==> config.mk <==
export PLATFORM = sky130hd
export DESIGN_NAME = clk_div_gen
export DESIGN_NICKNAME = d
export VERILOG_FILES = /design/src/rtl/clk_div_gen.sv
export SDC_FILE = /design/constraint.sdc
export NUM_CORES = 1
export LEC_CHECK = 0
export CORE_MARGIN = 2
export CORE_UTILIZATION = 45
export DETAILED_ROUTE_END_ITERATION = 8
export GPL_TIMING_DRIVEN = 0
export PLACE_DENSITY_LB_ADDON = 0.1
export SLEW_MARGIN = 10
export SYNTH_ARGS = -nofsm -noshare
export SYNTH_HDL_FRONTEND = slang
export SYNTH_SLANG_ARGS = --single-unit
==> constraint.sdc <==
create_clock -name i_ref_clk -period 4.35 [get_ports i_ref_clk]
set_input_delay 0.435 -clock i_ref_clk [delete_from_list [all_inputs] [get_ports i_ref_clk]]
set_output_delay 0.435 -clock i_ref_clk [all_outputs]
set_load 0.01 [all_outputs]
==> src/rtl/clk_div_gen.sv <==
`default_nettype none
// ============================================================================
// Module   : clk_div_gen
// Purpose  : Glitch-free runtime-programmable integer clock divider with
//            optional exact 50 % duty for odd ratios and a ref-clock bypass.
// Revision : 1.0  initial release
// ============================================================================
module clk_div_gen #(
  parameter int RATIO_W   = 8,
  parameter int RST_RATIO = 2
) (
  input  logic               i_ref_clk,
  input  logic               i_rst_n,
  input  logic               i_clk_en,
  input  logic [RATIO_W-1:0] i_div_ratio,
  input  logic               i_ratio_load,
  input  logic               i_duty_mode,
  output logic               o_div_clk,
  output logic               o_ratio_busy,
  output logic               o_period_tick
);

  localparam logic [1:0] IDLE   = 2'd0;
  localparam logic [1:0] BYPASS = 2'd1;
  localparam logic [1:0] DIVIDE = 2'd2;

  localparam logic [RATIO_W-1:0] C_ONE     = RATIO_W'(1);
  localparam logic [RATIO_W-1:0] C_RST_VAL = RATIO_W'(RST_RATIO);

  logic [1:0]         state_q, state_d;
  logic [RATIO_W-1:0] r_act_q, r_act_d;
  logic [RATIO_W-1:0] r_shd_q, r_shd_d;
  logic [RATIO_W-1:0] cnt_q, cnt_d;
  logic               mode_act_q, mode_act_d;
  logic               busy_q, busy_d;
  logic               tick_q, tick_d;
  logic               pos_q, pos_d;
  logic               neg_q, neg_d;
  logic               byp_sel_q, byp_sel_d;

  logic               w_boundary;
  logic [RATIO_W-1:0] w_next_ratio;
  logic [RATIO_W-1:0] w_half;

  always_comb begin
    state_d    = state_q;
    r_act_d    = r_act_q;
    r_shd_d    = r_shd_q;
    cnt_d      = cnt_q;
    mode_act_d = mode_act_q;
    busy_d     = busy_q;
    tick_d     = 1'b0;
    pos_d      = pos_q;

    w_boundary   = (state_q != DIVIDE) || (cnt_q == (r_act_q - C_ONE));
    w_next_ratio = i_ratio_load ? i_div_ratio : (busy_q ? r_shd_q : r_act_q);
    // High-phase length in posedge cycles: floor(N/2) in mode 1, else ceil(N/2)
    w_half       = mode_act_q ? (r_act_q >> 1)
                              : ((r_act_q >> 1) + {{(RATIO_W-1){1'b0}}, r_act_q[0]});

    if (w_boundary) begin
      r_act_d    = w_next_ratio;
      busy_d     = 1'b0;
      mode_act_d = i_duty_mode;
      cnt_d      = '0;
      if (!i_clk_en) begin
        state_d = IDLE;
      end else if (w_next_ratio < RATIO_W'(2)) begin
        state_d = BYPASS;
      end else begin
        state_d = DIVIDE;
      end
      pos_d  = (state_d == DIVIDE);
      tick_d = (state_d == DIVIDE);
    end else begin
      cnt_d = cnt_q + C_ONE;
      pos_d = (cnt_d < w_half);
      if (i_ratio_load) begin
        r_shd_d = i_div_ratio;
        busy_d  = 1'b1;
      end
    end

    neg_d     = (state_q == DIVIDE && mode_act_q && r_act_q[0]) ? pos_q : 1'b0;
    byp_sel_d = (state_q == BYPASS);
  end

  always_ff @(posedge i_ref_clk or negedge i_rst_n) begin
    if (!i_rst_n) begin
      state_q    <= IDLE;
      r_act_q    <= C_RST_VAL;
      r_shd_q    <= '0;
      cnt_q      <= '0;
      mode_act_q <= 1'b0;
      busy_q     <= 1'b0;
      tick_q     <= 1'b0;
      pos_q      <= 1'b0;
    end else begin
      state_q    <= state_d;
      r_act_q    <= r_act_d;
      r_shd_q    <= r_shd_d;
      cnt_q      <= cnt_d;
      mode_act_q <= mode_act_d;
      busy_q     <= busy_d;
      tick_q     <= tick_d;
      pos_q      <= pos_d;
    end
  end

  // Falling-edge flops: half-cycle stretch and mux select change only while ref is low
  always_ff @(negedge i_ref_clk or negedge i_rst_n) begin
    if (!i_rst_n) begin
      neg_q     <= 1'b0;
      byp_sel_q <= 1'b0;
    end else begin
      neg_q     <= neg_d;
      byp_sel_q <= byp_sel_d;
    end
  end

  assign o_div_clk     = byp_sel_q ? i_ref_clk : (pos_q | neg_q);
  assign o_ratio_busy  = busy_q;
  assign o_period_tick = tick_q;

endmodule
`default_nettype wire

* Word level (Yosys, flattened, before mapping)
Cells that the tools add are included.
W data, S select, Z words.
** Operators by class
- Eq/ne operators :: 5
- Bitwise logic cells :: 2
- Muxes and demuxes :: 13
- Add/sub/neg operators :: 3
- Reductions and logical operators :: 5
- Order comparisons :: 2
** Operators with widths (number)
- $mux W8 :: 4
- $add A7 B1 Y8 :: 1
- $add A8 B1 Y8 const B :: 1
- $eq A8 B8 Y1 :: 1
- $lt A8 B2 Y1 const B :: 1
- $lt A8 B8 Y1 :: 1
- $sub A8 B1 Y8 const B :: 1
- $mux W1 :: 6
- $mux W2 :: 3
- $eq A2 B2 Y1 const B :: 2
- $eq A2 B1 Y1 const B :: 1
- $logic_and A1 B1 Y1 :: 2
- $ne A2 B2 Y1 const B :: 1
- $reduce_and A2 Y1 :: 1
- $reduce_bool A2 Y1 :: 1
- $logic_or A1 B1 Y1 :: 1
- $not A1 Y1 :: 1
- $or A1 B1 Y1 :: 1
** Word-level totals
- Input port bits :: 13
- Bits in registers :: 32
- Word-level logic and storage cells :: 40
- Output and inout bits :: 3

* Depth between registers and ports, before layout
Gate-level depths: netlist of the first run.
- Word-level depth :: 8
- Mapped depth :: 11
- Depth with buffers taken out :: 11

==> results of run 1 <==
placed cells by master (no fill, tap or decap), types with 3 or more instances in the layout:
master           count
mux2_2               9
inv_1                6
xnor2_1             12
mux2i_1              8
xor2_1               7
nand4_1              3
nor2b_1              3
dfrtp_1             29
and2_1               7
buf_2                4
clkbuf_1             3
nor3_1               4
clkdlybuf4s50_1     13
clkbuf_8             8
nand2_1             18
o21ai_0              8
mux2_4               6
nor2_1              13
ha_1                11
nand3_1              7
a21o_1               5
stage by stage:
step / setup WS (ps) / instance area [um^2] / util, %
floorplan: 1070 / 2080 / -
global placement: 176 / 2290 / 51.9
detailed placement: 666 / 2280 / 51.8
CTS: 186 / 2410 / 54.7
global route: 92.0 / 2410 / 54.7
finish: 212 / 2410 / 54.7
where the power goes:
group | switching, mW | internal [mW]
combinational | 0.435 | 0.446
sequential | 0.114 | 0.410
clock | 0.126 | 0.176
state kept, by name, indices dropped and copies added, names as in the netlist:
| signal | cells |
|---|---|
| o_period_tick | 1 |
| state_q | 2 |
| pos_q | 1 |
| o_ratio_busy | 1 |
| byp_sel_q | 1 |
| r_act_q | 8 |
| cnt_q | 8 |
| r_shd_q | 8 |
| neg_q | 1 |
| mode_act_q | 1 |
per-layer routing:
layer	share of wire [%]	vias up	wire, um	global-route usage [%]
met1	46	741	1870	21.5
met3	3.6	8	147	6.81
li1	-	742	-	-
met4	1.7	0	68	7.76
met5	0	-	0	0
met2	49	27	2000	28.2
worst max-delay path, stage by stage, from the launching register on:
cell,delay [ps]
dfrtn_1,390
nor2_1,30
o21ai_0,140
clkdlybuf4s50_1,550
how the worst max path moves through the flow:
stage                      to     from  cells after the start  slack [ps]
floorplan           o_div_clk    neg_q                      2        1070
global placement        neg_q  i_rst_n                      1         180
detailed placement  o_div_clk    neg_q                      3         670
CTS                 o_div_clk    neg_q                      3         190
global route        o_div_clk    neg_q                      3          90
finish              o_div_clk    neg_q                      3         210
kinds of logic after synthesis:
kind of cell / Yosys count
AND/OR/NAND/NOR: 69
flip-flops: 32
AO/OA/AOI/OAI: 26
multiplexers: 25
XOR/XNOR: 19
buffers and inverters: 16
adder cells (fa/ha/maj): 11
layout make-up:
cell class	instances	area, um^2
Buffer	10	73.8
Clock buffer	9	120
Clock inverter	3	18.8
Fill cell	384	2000
Inverter	6	22.5
Multi-Input combinational cell	150	1190
Sequential cell	32	802
Tap cell	52	65.1
Timing Repair Buffer	13	125
synthesized netlist by cell type, drive strengths merged (2+ instances only):
cell / count / area, um^2
mux2i: 8 / 80.1
a21oi: 2 / 10.0
nand2b: 3 / 26.3
o21ai: 8 / 40.0
inv: 6 / 22.5
ha: 11 / 138
nand2: 18 / 67.6
clkbuf: 4 / 16.3
nor3: 4 / 20.0
nor4: 3 / 40.0
dfrtp: 29 / 726
nor2b: 3 / 18.8
buf: 6 / 57.6
and3: 2 / 12.5
nand4: 3 / 18.8
a21o: 5 / 37.5
nand3: 7 / 35.0
dfrtn: 2 / 50.1
mux2: 17 / 214
and2: 7 / 43.8
nor2: 14 / 60.1
xor2: 7 / 61.3
xnor2: 12 / 105
==> metrics.cfg, run 1 <==
[outcome]
status = completed

[power]
peakVddDrop_mv = 0.231
p_leak_nw = 1.08
power_density_nw_per_um2 = 708
power_mw = 1.71

[global_routing]
grtUsageTotal_pct = 17.8
grt_overflow_total = 0
grt_max_degree = 33
grt_pass1_wl_mm = 6.93
grt_pass1_vias = 1518
antenna_found_initial = 0

[clocking]
cts_tree = yes
postCtsSetupBuffers = 0
clkSlewWorstSetupHoldPaths_ps = 70
hold_buffers = 0
insertion_delay_ps = 410
cts_resized = 0

[yosys]
synth_mux_area_share_pct = 14.1
yosys_most_used_dff = dfrtp_1
ys_types = 49
synth_edf_count = 0
async_flop_share_pct = 100
ys_seq_area_share_pct = 38.5
synth_cells = 198
synth-xor-area-share_pct = 7.98
ys_warn_count = 0
synthAdderAreaFrac_pct = 6.60
avgSynthCellArea_um2 = 10.5
synth_area_um2 = 2080
synth_compound_area_share_pct = 9.66
yosys.area_share.simple_pct = 18.5
synth_nets = 222
synth_top_family_by_area = simple AND/OR/NAND/NOR gates
synth-seq-cells = 32

[critical_path]
regToRegSetupSlack_ps = 1290
cp.required_ps = 3910
crit_path_start_kind = flip-flop
worstSetupEndpointType = primary output
path_max_fanout = 1
critPathKind = reg -> out
r2r-end = neg_q
r2r_start = state_q[1]
ff2ff_path_depth = 3
cp.arrival_ps = 3700

[sta]
holdWs_ps = 90.9
slew_headroom_pct = 52.1
worst_pin_slew_ps = 719
hold_viol_final = 0
finClkSkew_ps = 21.3
tns_ps = 0
timing.final.max_slew_violations = 0
rsz0062_at_grt = false
setup_viol = 0

[detailed_routing]
routedWlPerCell_um = 14.9
dr.pass1.iters = 4
ant_nets = 0
vias = 1518
drt_iter0_drc = 52
drt-total-wl_mm = 4.08
drc = 0
vias_per_cell = 5.52

[floorplanning]
die_w_um = 72.1
row_count = 24
dieHeight_um = 72.1
ios = 16
fp.dieArea_um2 = 5190
initial_core_util_pct = 47.2
core-area_um2 = 4410

[placement]
dp_hpwl_mm = 3.13
gp_congestion = 0.893
place_inst = 264
port-buffer-count = 14

[hold_path]
hp-class = in -> async

[layout]
fin_nets = 246
diodes = 0
drive_above_1_share_pct = 19.3
layoutNonFillerInstCount = 275
areaGrowthSynthToFinish_pct = 15.8

[run]
maxCapViolCount = 0

Power figures use the tool's default switching activity.
==> run 2: changes to the inputs <==
--- a/config.mk
+++ b/config.mk
@@ -14,3 +14,4 @@
 export SYNTH_ARGS = -nofsm -noshare
 export SYNTH_HDL_FRONTEND = slang
 export SYNTH_SLANG_ARGS = --single-unit
+export TNS_END_PERCENT = 30
==> results of run 2 <==
No change in the layout: final DEF, timing and power equal those of run 1.
